===== src/rtl/mem_arbiter_pkg.sv =====
// Shared memory-interface types for the fetch / load-store arbiter.
package mem_arbiter_pkg;
   typedef logic [15:0] memory_address_t;
   typedef logic [31:0] memory_data_t;
   typedef enum logic {MEM_MODE_READ = 1'b0, MEM_MODE_WRITE = 1'b1} memory_mode_t;
endpackage


===== src/rtl/mem_arbiter.sv =====
// Arbitrates fetch (F) and load/store (D) onto one memory port, one transaction at a time.
// Latency >= 2 cycles ready->rsp; requesters hold valid until their ready pulse, memory stalls via i_mem_ready.
module mem_arbiter
   import mem_arbiter_pkg::*;
#(
   parameter int RR_ENABLE  = 1,
   parameter int RD_TIMEOUT = 16
) (
   input  logic            i_clk,
   input  logic            i_rst,
   input  logic            i_f_valid,
   output logic            o_f_ready,
   input  memory_address_t i_f_addr,
   output logic            o_f_rsp_valid,
   output memory_data_t    o_f_rsp_data,
   output logic            o_f_rsp_err,
   input  logic            i_d_valid,
   output logic            o_d_ready,
   input  memory_address_t i_d_addr,
   input  memory_mode_t    i_d_mode,
   input  memory_data_t    i_d_wr_data,
   output logic            o_d_rsp_valid,
   output memory_data_t    o_d_rsp_data,
   output logic            o_d_rsp_err,
   output logic            o_mem_valid,
   input  logic            i_mem_ready,
   output memory_address_t o_mem_addr,
   output memory_mode_t    o_mem_mode,
   output memory_data_t    o_mem_wr_data,
   input  memory_data_t    i_mem_rd_data,
   input  logic            i_mem_rd_valid
);

   localparam logic [1:0] ST_IDLE      = 2'd0;
   localparam logic [1:0] ST_ISSUE     = 2'd1;
   localparam logic [1:0] ST_RESP_WAIT = 2'd2;
   localparam logic       PORT_F       = 1'b0;
   localparam logic       PORT_D       = 1'b1;
   localparam int         TW           = $clog2(RD_TIMEOUT + 1);
   localparam logic [TW-1:0] TIMER_LAST = TW'(RD_TIMEOUT - 1);

   logic [1:0]      state_q, state_d;
   logic            owner_q, owner_d;
   logic            last_grant_q, last_grant_d;
   memory_address_t addr_q, addr_d;
   memory_mode_t    mode_q, mode_d;
   memory_data_t    wdata_q, wdata_d;
   memory_data_t    rsp_data_q, rsp_data_d;
   logic            rsp_vld_q, rsp_vld_d;
   logic            rsp_err_q, rsp_err_d;
   logic [TW-1:0]   timer_q, timer_d;
   logic            grant_f, grant_d, idle;
   logic            f_rsp, d_rsp;

   always_comb begin
      idle = (state_q == ST_IDLE);
      // On a tie, round-robin hands the grant to whoever did not go last.
      if (i_f_valid && i_d_valid) begin
         grant_d = (RR_ENABLE != 0) ? (last_grant_q == PORT_F) : 1'b1;
      end else begin
         grant_d = i_d_valid;
      end
      grant_f = i_f_valid && !grant_d;
   end

   always_comb begin
      state_d      = state_q;
      owner_d      = owner_q;
      last_grant_d = last_grant_q;
      addr_d       = addr_q;
      mode_d       = mode_q;
      wdata_d      = wdata_q;
      timer_d      = timer_q;
      rsp_vld_d    = 1'b0;
      rsp_err_d    = 1'b0;
      rsp_data_d   = '0;
      case (state_q)
         ST_IDLE: begin
            if (grant_f || grant_d) begin
               owner_d = grant_d;
               state_d = ST_ISSUE;
               if (grant_d) begin
                  addr_d  = i_d_addr;
                  mode_d  = i_d_mode;
                  wdata_d = i_d_wr_data;
               end else begin
                  addr_d  = i_f_addr;
                  mode_d  = MEM_MODE_READ;
                  wdata_d = '0;
               end
            end
         end
         ST_ISSUE: begin
            if (i_mem_ready) begin
               last_grant_d = owner_q;
               timer_d      = '0;
               if (mode_q == MEM_MODE_WRITE) begin
                  rsp_vld_d = 1'b1;
                  state_d   = ST_IDLE;
               end else if (i_mem_rd_valid) begin
                  rsp_vld_d  = 1'b1;
                  rsp_data_d = i_mem_rd_data;
                  state_d    = ST_IDLE;
               end else begin
                  state_d = ST_RESP_WAIT;
               end
            end
         end
         ST_RESP_WAIT: begin
            // Data arriving on the last wait cycle still beats the timeout.
            if (i_mem_rd_valid) begin
               rsp_vld_d  = 1'b1;
               rsp_data_d = i_mem_rd_data;
               state_d    = ST_IDLE;
            end else if (timer_q == TIMER_LAST) begin
               rsp_vld_d = 1'b1;
               rsp_err_d = 1'b1;
               state_d   = ST_IDLE;
            end else begin
               timer_d = timer_q + TW'(1);
            end
         end
         default: state_d = ST_IDLE;
      endcase
   end

   always_ff @(posedge i_clk or negedge i_rst) begin
      if (!i_rst) begin
         state_q      <= ST_IDLE;
         owner_q      <= PORT_F;
         last_grant_q <= PORT_D;
         addr_q       <= '0;
         mode_q       <= MEM_MODE_READ;
         wdata_q      <= '0;
         timer_q      <= '0;
         rsp_vld_q    <= 1'b0;
         rsp_err_q    <= 1'b0;
         rsp_data_q   <= '0;
      end else begin
         state_q      <= state_d;
         owner_q      <= owner_d;
         last_grant_q <= last_grant_d;
         addr_q       <= addr_d;
         mode_q       <= mode_d;
         wdata_q      <= wdata_d;
         timer_q      <= timer_d;
         rsp_vld_q    <= rsp_vld_d;
         rsp_err_q    <= rsp_err_d;
         rsp_data_q   <= rsp_data_d;
      end
   end

   // owner_q still names the finished request during the response cycle.
   assign f_rsp         = rsp_vld_q && (owner_q == PORT_F);
   assign d_rsp         = rsp_vld_q && (owner_q == PORT_D);
   assign o_f_ready     = i_rst && idle && grant_f;
   assign o_d_ready     = i_rst && idle && grant_d;
   assign o_f_rsp_valid = f_rsp;
   assign o_f_rsp_data  = f_rsp ? rsp_data_q : '0;
   assign o_f_rsp_err   = f_rsp && rsp_err_q;
   assign o_d_rsp_valid = d_rsp;
   assign o_d_rsp_data  = d_rsp ? rsp_data_q : '0;
   assign o_d_rsp_err   = d_rsp && rsp_err_q;
   assign o_mem_valid   = (state_q == ST_ISSUE);
   assign o_mem_addr    = addr_q;
   assign o_mem_mode    = mode_q;
   assign o_mem_wr_data = wdata_q;

endmodule


===== config.mk =====
export PLATFORM = sky130hd
export DESIGN_NAME = mem_arbiter
export DESIGN_NICKNAME = d
export VERILOG_FILES = /design/src/rtl/mem_arbiter_pkg.sv /design/src/rtl/mem_arbiter.sv
export SDC_FILE = /design/constraint.sdc
export NUM_CORES = 1
export LEC_CHECK = 0
export BUFFER_PORTS_ARGS = -buffer_cell sky130_fd_sc_hd__buf_2
export CAP_MARGIN = 10
export CORE_ASPECT_RATIO = 0.9
export CORE_UTILIZATION = 48
export CTS_CLUSTER_DIAMETER = 60
export DETAILED_ROUTE_END_ITERATION = 10
export GPL_TIMING_DRIVEN = 0
export HOLD_SLACK_MARGIN = 0.03
export PLACE_DENSITY = 0.85
export SYNTH_ARGS = -nofsm -noshare
export SYNTH_HDL_FRONTEND = slang
export SYNTH_SLANG_ARGS = --single-unit

===== constraint.sdc =====
create_clock -name i_clk -period 3.7 [get_ports i_clk]
set_input_delay 0.37 -clock i_clk [delete_from_list [all_inputs] [get_ports i_clk]]
set_output_delay 0.37 -clock i_clk [all_outputs]
set_load 0.01 [all_outputs]

==> qor.yml, run 1 <==
grt_pass1_vias: 3536
tightest_slew_ps: 538
wirelength_um: 11200
drtIter0Drc: 121
synth-compound-area-share_pct: 12.7
finalCritPeriodShare_pct: 65.1
max_freq_mhz: 415
die_h_um: 89.1
htree_num_levels: 3
initial_core_util_pct: 49.9
cp_max_fo: 55
remaining_drc_errors: 0
maxSlewHeadroom_pct: 64.2
gr-total-overflow: 0
status: "finished clean"
fin_nets: 701
setup.worst_path.class: "primary input to output port"
cts.sinks: 92
r2r_slack_ps: 1680
yosysSeqAreaShare_pct: 56.9
root_buffer: "clkbuf_8"
peakVddDrop_uv: 419
final-hold-violation-count: 0
rr_startpoint: "timer_q[0]$_DFFE_PN0P_"
synthFlopType: "dfrtp_1"
tns_ps: 0
drive_gt1_share_pct: 42.2
clockBufferDepth: 2
yosys.area_share.simple_pct: 20.6
cts_buffers: 9
clkLatencyLatePin_ps: 360
p_leak_nw: 3.21
grt_max_degree: 56
antenna_found_initial: 0
startpoint_type: "primary input"
fin_area_mm2: 0.00549
r2r_end: "timer_q[1]$_DFFE_PN0P_"
syn_area_mm2: 0.00405
clock-skew-final_ps: 14.3
endpoint_kind: "output port"
cts_resized: 0
wl_per_cell_um: 16.1
die-area_mm2: 0.00880
period_minus_slack_ps: 2410
hold_path_class: "primary input to register"
clkTransAtPathRegs_ps: 100
synth_top_family_by_area: "simple AND/OR/NAND/NOR gates"
finalSetupViolations: 0
io_buffers: 221
synth_xor_area_share_pct: 0
cts_tree: "built"
ys_warn_count: 0
cp.required_ps: 3330
num_vias: 3667
r2r_cells: 6
holdPathStages: 2
maxCapViolations: 0
synth_nets: 467
coreArea_mm2: 0.00811
rsz0062_at_grt: "false"
fp-row-count: 31
synthMuxAreaShare_pct: 4.48
ant_nets: 0
min_from: "i_mem_rd_data[6]"
power_density_mw_per_mm2: 629
final_max_slew_viol_count: 0
worstPathArrival_ps: 2040
vias_per_cell: 5.26
ys_types: 39
grt_usage_pct: 25.3
synth-edff-count: 0
syn_avg_cell_area_um2: 11.3
gp_congestion: 0.881
ys_ff_latch: 92
synth_cells: 359
min_to: "rsp_data_q[6]$_DFF_PN0_"
grt_pass1_wl_um: 17300
placed_area_mm2: 0.00531
holdBufCountCts: 1
synth-async-reset-ratio_pct: 100
dp_hpwl_um: 8640
cp-startpoint: "i_rst"
area_growth_pct: 35.7
synth_fa_ha_area_share_pct: 1.55
dr.pass1.iters: 4
post_cts_buffers: 0
fill_cells: 633
io_pins: 223
die_w_um: 98.8
-- where the power goes --
group	internal, mW	leakage [nW]	total [mW]	switching, mW
Clock	0.248	0.0865	0.622	0.374
Combinational	0.564	1.91	1.35	0.781
Sequential	1.30	1.21	1.49	0.184
-- placed cells by master (no fill, tap or decap), types with 3 or more instances in the layout --
master | Yosys | routed
mux2i_1 | 17 | 17
buf_4 | 5 | 6
ha_1 | 5 | 5
nor2_1 | 3 | 3
and2_1 | 67 | 67
nor2b_1 | 3 | 3
o21ai_0 | 21 | 21
and3_1 | 35 | 35
a22o_1 | 34 | 34
dfrtp_1 | 91 | 91
buf_2 | 5 | 225
inv_6 | 0 | 3
nor3b_1 | 3 | 3
clkbuf_8 | 0 | 9
clkbuf_1 | 15 | 15
inv_1 | 5 | 5
nand2_1 | 22 | 22
-- synthesized netlist by cell type (all sizes together), types with 3 or more instances --
cell	n	area share [%]
ha	5	1.5
mux2i	17	4.2
and3	35	5.4
a22o	34	7.4
and2	67	10
clkbuf	15	1.4
nor2	3	0.28
nor3b	3	0.56
nor2b	3	0.46
nand2	22	2.0
o21ai	21	2.6
dfrtp	91	56
buf	11	1.8
inv	6	0.56
-- per-layer routing --
layer / vias up / wire (µm) / global-route usage (%)
met3: 14 / 862 / 8.29
met5: - / 0 / 0
met4: 0 / 147 / 6.11
met1: 1766 / 4420 / 29.6
li1: 1717 / - / -
met2: 170 / 5790 / 45.7
-- worst max-delay path: stages --
cell and delay [ps]:
dlygate4sd3_1 530, buf_4 450, buf_16 320, nand3_1 110, nor2_1 90, buf_2 130
-- cell type report --
type	instances	area, µm²	area share [%]
antenna	1	2.50	0.0456
buffer	26	130	2.37
clock buffer	9	124	2.26
clock inverter	6	47.5	0.866
inverter	6	22.5	0.410
multi-input combinational	235	1590	29.0
sequential	92	2300	41.9
tap	99	124	2.26
timing repair buffer	223	1150	20.9
-- state kept, by name, indices dropped and copies added, names as in the netlist --
register / count
o_mem_wr_data: 32
rsp_data_q: 32
o_mem_addr: 16
timer_q: 5
state_q: 2
last_grant_q: 1
o_mem_mode: 1
owner_q: 1
rsp_err_q: 1
rsp_vld_q: 1
-- logic make-up after synthesis --
kind of cell,after synthesis
flops,92
mux,18
buf+inv,32
fa+ha+maj,5
simple gates,143
compound gates,69
-- metrics by stage --
stage               cells  setup slack, ps  hold WS [ps]  total power, mW  utilization (%)
floorplan             359             1860          74.4             2.28                -
global placement      679              912           456             2.79             65.1
detailed placement    680             1710           386             2.85             65.5
CTS                   696             1240           196             3.47             67.7
global route          696             1100           187             3.68             67.7
finish                697             1290           207             3.45             67.7
-- worst max path at each step --
| stage | depth (start not counted) | endpoint |
|---|---|---|
| after floorplan | 6 | timer_q[1]$_DFFE_PN0P_ |
| after global placement | 4 | o_f_ready |
| after detailed placement | 4 | o_f_rsp_data[22] |
| after CTS | 6 | o_f_ready |
| after global routing | 6 | o_f_ready |
| final | 6 | o_f_ready |
(Power assumes the default switching activity.)
==> inputs of run 2 (changes only) <==
--- a/config.mk
+++ b/config.mk
@@ -8,12 +8,12 @@
 export BUFFER_PORTS_ARGS = -buffer_cell sky130_fd_sc_hd__buf_2
 export CAP_MARGIN = 10
 export CORE_ASPECT_RATIO = 0.9
-export CORE_UTILIZATION = 48
+export CORE_UTILIZATION = 40
 export CTS_CLUSTER_DIAMETER = 60
 export DETAILED_ROUTE_END_ITERATION = 10
 export GPL_TIMING_DRIVEN = 0
 export HOLD_SLACK_MARGIN = 0.03
-export PLACE_DENSITY = 0.85
+export PLACE_DENSITY = 0.76
 export SYNTH_ARGS = -nofsm -noshare
 export SYNTH_HDL_FRONTEND = slang
 export SYNTH_SLANG_ARGS = --single-unit
==> constraint.sdc (replaced) <==
create_clock -name i_clk -period 2 [get_ports i_clk]
set_input_delay 0.2 -clock i_clk [delete_from_list [all_inputs] [get_ports i_clk]]
set_output_delay 0.2 -clock i_clk [all_outputs]
set_load 0.01 [all_outputs]
==> run 2 against run 1 <==
Against the previous run: combinational power up 88%; setup slack worse by 1200 ps; sequential share of layout area down 0.70 points; non-clock buffer count up 1; clock skew up 1.5 ps; sequential cell count unchanged; via count down 1.2%; cell count up 4.0%; largest power group unchanged.
==> qor.yml, run 2 (synthesized netlist as in run 1, its figures left out) <==
layout_common_cells: "buf_2 (225), dfrtp_1 (91), and2_1 (67), and3_1 (35), a22o_1 (34)"
vias_per_cell: 5.00  # -5.0%
max_freq_mhz: 519
wl_per_cell_um: 15.5  # -3.8%
power_mw: 6.56  # +90%
hold_path_class: "primary input to register"
io_pins: 223  # unchanged
dr.pass1.iters: 4  # unchanged
final_common_cell: "buf_2"
cp.required_ps: 2270  # -1060 ps
grt_usage_pct: 21.8  # -3.5 points
clkTransAtPathRegs_ps: 100  # about the same
grt_max_degree: 67  # +20%
antenna_found_initial: 1  # +1
remaining_drc_errors: 0  # unchanged
maxSlewHeadroom_pct: 67.0  # +2.8 points
htree_num_levels: 3  # unchanged
dp_slack_ps: 0.918  # -1710 ps
die-area_mm2: 0.0105  # +20%
clkLatencyLatePin_ps: 350  # about the same
coreArea_mm2: 0.00974  # +20%
worstPathArrival_ps: 2200  # +160 ps
clockBufferDepth: 2  # unchanged
startpoint_type: "register"
grt_pass1_vias: 3611  # +2.1%
fin_nets: 702  # +0.14%
gp_congestion: 0.842  # -4.5%
rsz0062_at_grt: "false"
area_growth_pct: 38.0
wirelength_um: 11200  # about the same
final_max_slew_viol_count: 0  # unchanged
diodes: 0  # -1
die_w_um: 108  # +9.4%
num_vias: 3622  # -1.2%
ant_nets: 0  # unchanged
cts_tree: "built"
maxCapViolations: 0  # unchanged
setup.worst_path.class: "register to register"
worst_slack_ps: 73.4  # -1220 ps
dp_hpwl_um: 8720  # +0.94%
finalSetupViolations: 0  # unchanged
fp-row-count: 34  # +9.7%
cp_max_fo: 8  # -85%
initial_core_util_pct: 41.5  # -8.4 points
final-hold-violation-count: 0  # unchanged
grt_pass1_wl_um: 17700  # +2.4%
die_h_um: 97.4  # +9.3%
finalCritPeriodShare_pct: 96.3
tightest_slew_ps: 494  # -43.2 ps
peakVddDrop_uv: 747  # +78%
cts_buffers: 9  # unchanged
p_leak_nw: 3.25  # +1.1%
status: "finished clean"
endpoint_kind: "register"
period_minus_slack_ps: 1930
gr-total-overflow: 0  # unchanged
tns_ps: 0  # unchanged
root_buffer: "clkbuf_8"
drtIter0Drc: 114  # -5.8%
clock-skew-final_ps: 15.8  # +1.50 ps
power_density_mw_per_mm2: 1170  # +87%
cts.sinks: 92  # unchanged
drive_gt1_share_pct: 43.9  # +1.7 points
io_buffers: 221  # unchanged
-- run 2: cell types whose count changed in the layout (fill, tap and decap cells not counted), sizes merged --
cell | before | now
diode | 1 | 0
clkinvlp | 1 | 2
clkbuf | 24 | 25
buf | 233 | 234
inv | 9 | 8
bufinv | 0 | 1
clkinv | 2 | 1
-- run 2: power breakdown --
| part | switching (mW) | total (mW) | internal (mW) | leakage [nW] |
|---|---|---|---|---|
| clock network | 0.664 | 1.25 | 0.590 | 0.0935 |
| registers | 0.346 | 2.76 | 2.41 | 1.21 |
| logic | 1.48 | 2.54 | 1.07 | 1.94 |
-- run 2: layout make-up --
class | instances | area (µm²)
Fill cell | 854 | 4160
Sequential cell | 92 | 2300
Multi-Input combinational cell | 235 | 1610
Timing Repair Buffer | 224 | 1150
Tap cell | 126 | 158
Buffer | 26 | 138
Clock buffer | 10 | 128
Clock inverter | 6 | 71.3
Inverter | 6 | 22.5
-- run 2: path summary, 6_finish.rpt --
kind | startpoint | to | slack (ps) | depth (start not counted)
setup / recovery | timer_q[0]$_DFFE_PN0P_ | timer_q[1]$_DFFE_PN0P_ | 70 | 6
hold / removal | i_mem_rd_data[21] | rsp_data_q[21]$_DFF_PN0_ | 50 | 2
setup reg to reg | timer_q[0]$_DFFE_PN0P_ | timer_q[1]$_DFFE_PN0P_ | 70 | 6
hold reg to reg | o_mem_addr[13]$_DFFE_PN0P_ | o_mem_addr[13]$_DFFE_PN0P_ | 480 | 2
max in group asynchronous | i_rst | last_grant_q$_DFFE_PN1P_ | 1010 | 3
min in group asynchronous | i_rst | o_mem_wr_data[20]$_DFFE_PN0P_ | 310 | 2
-- run 2: through the flow --
step / util (%) / hold slack [ps] / cells / cell area, µm²
2_1_floorplan: - / -95.6 / 359 / 4050
3_3_place_gp: 54.5 / 407 / 706 / 5310
3_5_place_dp: 54.8 / 148 / 707 / 5340
4_1_cts: 57.1 / 40.0 / 724 / 5560
5_1_grt: 57.3 / 33.9 / 725 / 5580
6_report: 57.3 / 52.3 / 725 / 5580
-- run 2: layer usage --
metal	GRT usage [%]	part of all wire, %
met1	25.4	41
met2	38.8	50
met3	5.43	7.7
met4	6.74	1.4
met5	0	0.098
-- run 2: repair_timing --
action | CTS | global route
setup buffers | 0 | 1
hold endpoints to repair | 26 | 0
hold buffers | 1 | 0
setup endpoints to repair | 31 | 42
resized for setup | 5 | 10
pin swaps | 0 | 0
-- run 2: critical path: stages (launching register included) --
cell,delay (ps)
dfrtp_1,430
ha_1,220
and3_1,190
ha_2,220
or2_4,280
o41a_1,390
o2bb2ai_2,140
==> inputs of run 3 (changes only) <==
--- a/config.mk
+++ b/config.mk
@@ -5,7 +5,7 @@
 export SDC_FILE = /design/constraint.sdc
 export NUM_CORES = 1
 export LEC_CHECK = 0
-export BUFFER_PORTS_ARGS = -buffer_cell sky130_fd_sc_hd__buf_2
+export BUFFER_PORTS_ARGS = -buffer_cell sky130_fd_sc_hd__buf_4
 export CAP_MARGIN = 10
 export CORE_ASPECT_RATIO = 0.9
 export CORE_UTILIZATION = 40
==> run 3 against run 2 <==
Against the previous run: non-clock buffer count up 1; register-to-register slack better by 30 ps; largest power group is now combinational cells; via count is essentially flat; clock skew barely moved; global-route usage grew 0.19 points; sequential cell count unchanged; critical endpoint unchanged; maximum frequency rose by 1.5%; first-iteration DRC count is 22% higher; worst hold slack hardly changed.
==> qor.yml, run 3 (synthesized netlist as in run 1, its figures left out) <==
status: "finished clean"
power_density_mw_per_mm2: 1110  # -5.6%
worst_slack_ps: 101  # +27.9 ps
clock-skew-final_ps: 16.2  # +0.373 ps
dr.pass1.iters: 4  # unchanged
holdPathStages: 2  # unchanged
setup.worst_path.class: "register to register"
dp_hpwl_um: 8790  # +0.80%
fill_cells: 817  # -4.3%
die_w_um: 108  # unchanged
p_sw_share_pct: 37.1  # -0.83 points
max_freq_mhz: 527  # +1.5%
worstPathArrival_ps: 2170  # -30 ps
htree_num_levels: 3  # unchanged
grt_max_degree: 95  # +42%
maxCapViolations: 0  # unchanged
dp_slack_ps: -7.67  # -8.59 ps
endpoint_kind: "register"
cp.required_ps: 2270  # about the same
fp-row-count: 34  # unchanged
register_area_mm2: 0.00230  # unchanged
rsz0062_at_grt: "false"
final_max_slew_viol_count: 0  # unchanged
coreArea_mm2: 0.00974  # unchanged
initial_core_util_pct: 41.5  # unchanged
io_buffers: 221  # unchanged
cts_buffers: 9  # unchanged
drtIter0Drc: 139  # +22%
fin_nets: 703  # +0.14%
internal_power_mw: 4.27  # +5.0%
layout_common_cells: "buf_4 (228), dfrtp_1 (91), and2_1 (67), and3_1 (35), a22o_1 (34)"
area_growth_pct: 51.4
final-hold-violation-count: 0  # unchanged
rr_startpoint: "timer_q[1]$_DFFE_PN0P_"
met3WireLength_um: 978  # +13%
io_pins: 223  # unchanged
clkTransAtPathRegs_ps: 100  # about the same
ant_nets: 0  # unchanged
tightest_slew_ps: 519  # +24.8 ps
power_frac_comb_pct: 41.9  # +3.1 points
finalSetupViolations: 0  # unchanged
cp_max_fo: 8  # unchanged
diodes: 0  # unchanged
cts.sinks: 92  # unchanged
wirelength_um: 11500  # +2.3%
antenna_found_initial: 0  # -1
final_common_cell: "buf_4"
cp-startpoint: "timer_q[1]$_DFFE_PN0P_"
r2r_cells: 6  # unchanged
num_vias: 3619  # -0.083%
maxSlewHeadroom_pct: 65.3  # -1.7 points
period_minus_slack_ps: 1900  # -27.9 ps
finalCritPeriodShare_pct: 94.9  # -1.4 points
die-area_mm2: 0.0105  # unchanged
grt_pass1_wl_um: 18100  # +2.1%
vias_per_cell: 4.98  # -0.22%
grt_usage_pct: 22.0  # +0.19 points
clkPwrFrac_pct: 17.5  # -1.6 points
gp_congestion: 0.828  # -1.6%
multi_input_area_mm2: 0.00160  # -0.39%
remaining_drc_errors: 0  # unchanged
grt_pass1_vias: 3682  # +2.0%
cts_tree: "built"
drt-met1-wl_um: 4540  # -1.5%
min_from: "i_mem_rd_data[18]"
p_switching_mw: 2.52  # +1.3%
p_leak_nw: 3.35  # +3.1%
clkLatencyLatePin_ps: 350  # about the same
clockBufferDepth: 2  # unchanged
seq_power_share_pct: 40.6  # -1.5 points
peakVddDrop_uv: 596  # -20%
wl_per_cell_um: 15.8  # +2.2%
gr-total-overflow: 0  # unchanged
die_h_um: 97.4  # unchanged
drive_gt1_share_pct: 44.0  # +0.093 points
hold_ws_ps: 52.4  # +0.121 ps
startpoint_type: "register"
root_buffer: "clkbuf_8"
hold_path_class: "primary input to register"
final_core_util_pct: 62.9  # +5.6 points
routed.top_layer: "met4"
wl_met2_um: 5840  # +4.6%
==> run 3: final timing paths <==
kind	end	slack [ps]
max	timer_q[1]$_DFFE_PN0P_	100
min	rsp_data_q[18]$_DFF_PN0_	50
max reg2reg	timer_q[1]$_DFFE_PN0P_	100
min reg2reg	o_mem_addr[0]$_DFFE_PN0P_	490
max in group asynchronous	rsp_vld_q$_DFF_PN0_	1000
min in group asynchronous	o_mem_wr_data[31]$_DFFE_PN0P_	340
==> run 3: layer usage <==
metal / global-route usage [%] / vias up
li1: - / 1720
met1: 25.7 / 1725
met2: 39.1 / 162
met3: 5.70 / 12
met4: 6.01 / 0
met5: 0 / -
==> run 3: what timing repair did <==
| item | in CTS | in global routing |
|---|---|---|
| gates resized for setup | 6 | 8 |
| pin swaps | 0 | 0 |
| endpoints found under the hold margin | 0 | 31 |
| setup endpoints to repair | 31 | 41 |
| hold buffers | 0 | 1 |
| buffers inserted | 0 | 2 |
==> run 3: worst max-delay path, cell delays in order, from the launching register on <==
cell and delay [ps]:
dfrtp_1 410, ha_1 220, and3_1 190, ha_2 220, or2_4 290, o41a_1 360
o2bb2ai_1 140
==> run 3: power groups by stage <==
stage / Sequential [mW] / Clock, mW / Combinational [mW]
after global routing: 2.83 / 1.29 / 3.11
after CTS: 2.76 / 1.23 / 2.84
final: 2.76 / 1.19 / 2.85
after detailed placement: 2.78 / 0 / 2.83
after global placement: 2.77 / 0 / 2.75
after floorplan: 2.91 / 0 / 1.31
==> run 3: through the flow <==
stage / TNS [ps] / area (µm²) / cells / power (mW)
2_1_floorplan: 0 / 4050 / 359 / 4.22
3_3_place_gp: 0 / 5860 / 706 / 5.52
3_5_place_dp: -7.67 / 5860 / 706 / 5.61
4_1_cts: 0 / 6070 / 722 / 6.84
5_1_grt: 0 / 6130 / 726 / 7.23
6_report: 0 / 6130 / 726 / 6.79
==> run 3: cell type report <==
type / instances / area share (%)
inverter: 6 / 0.368
buffer: 26 / 2.25
timing repair buffer: 225 / 27.9
clock inverter: 6 / 0.858
sequential: 92 / 37.6
multi-input combinational: 235 / 26.2
clock buffer: 10 / 2.25
tap: 126 / 2.57
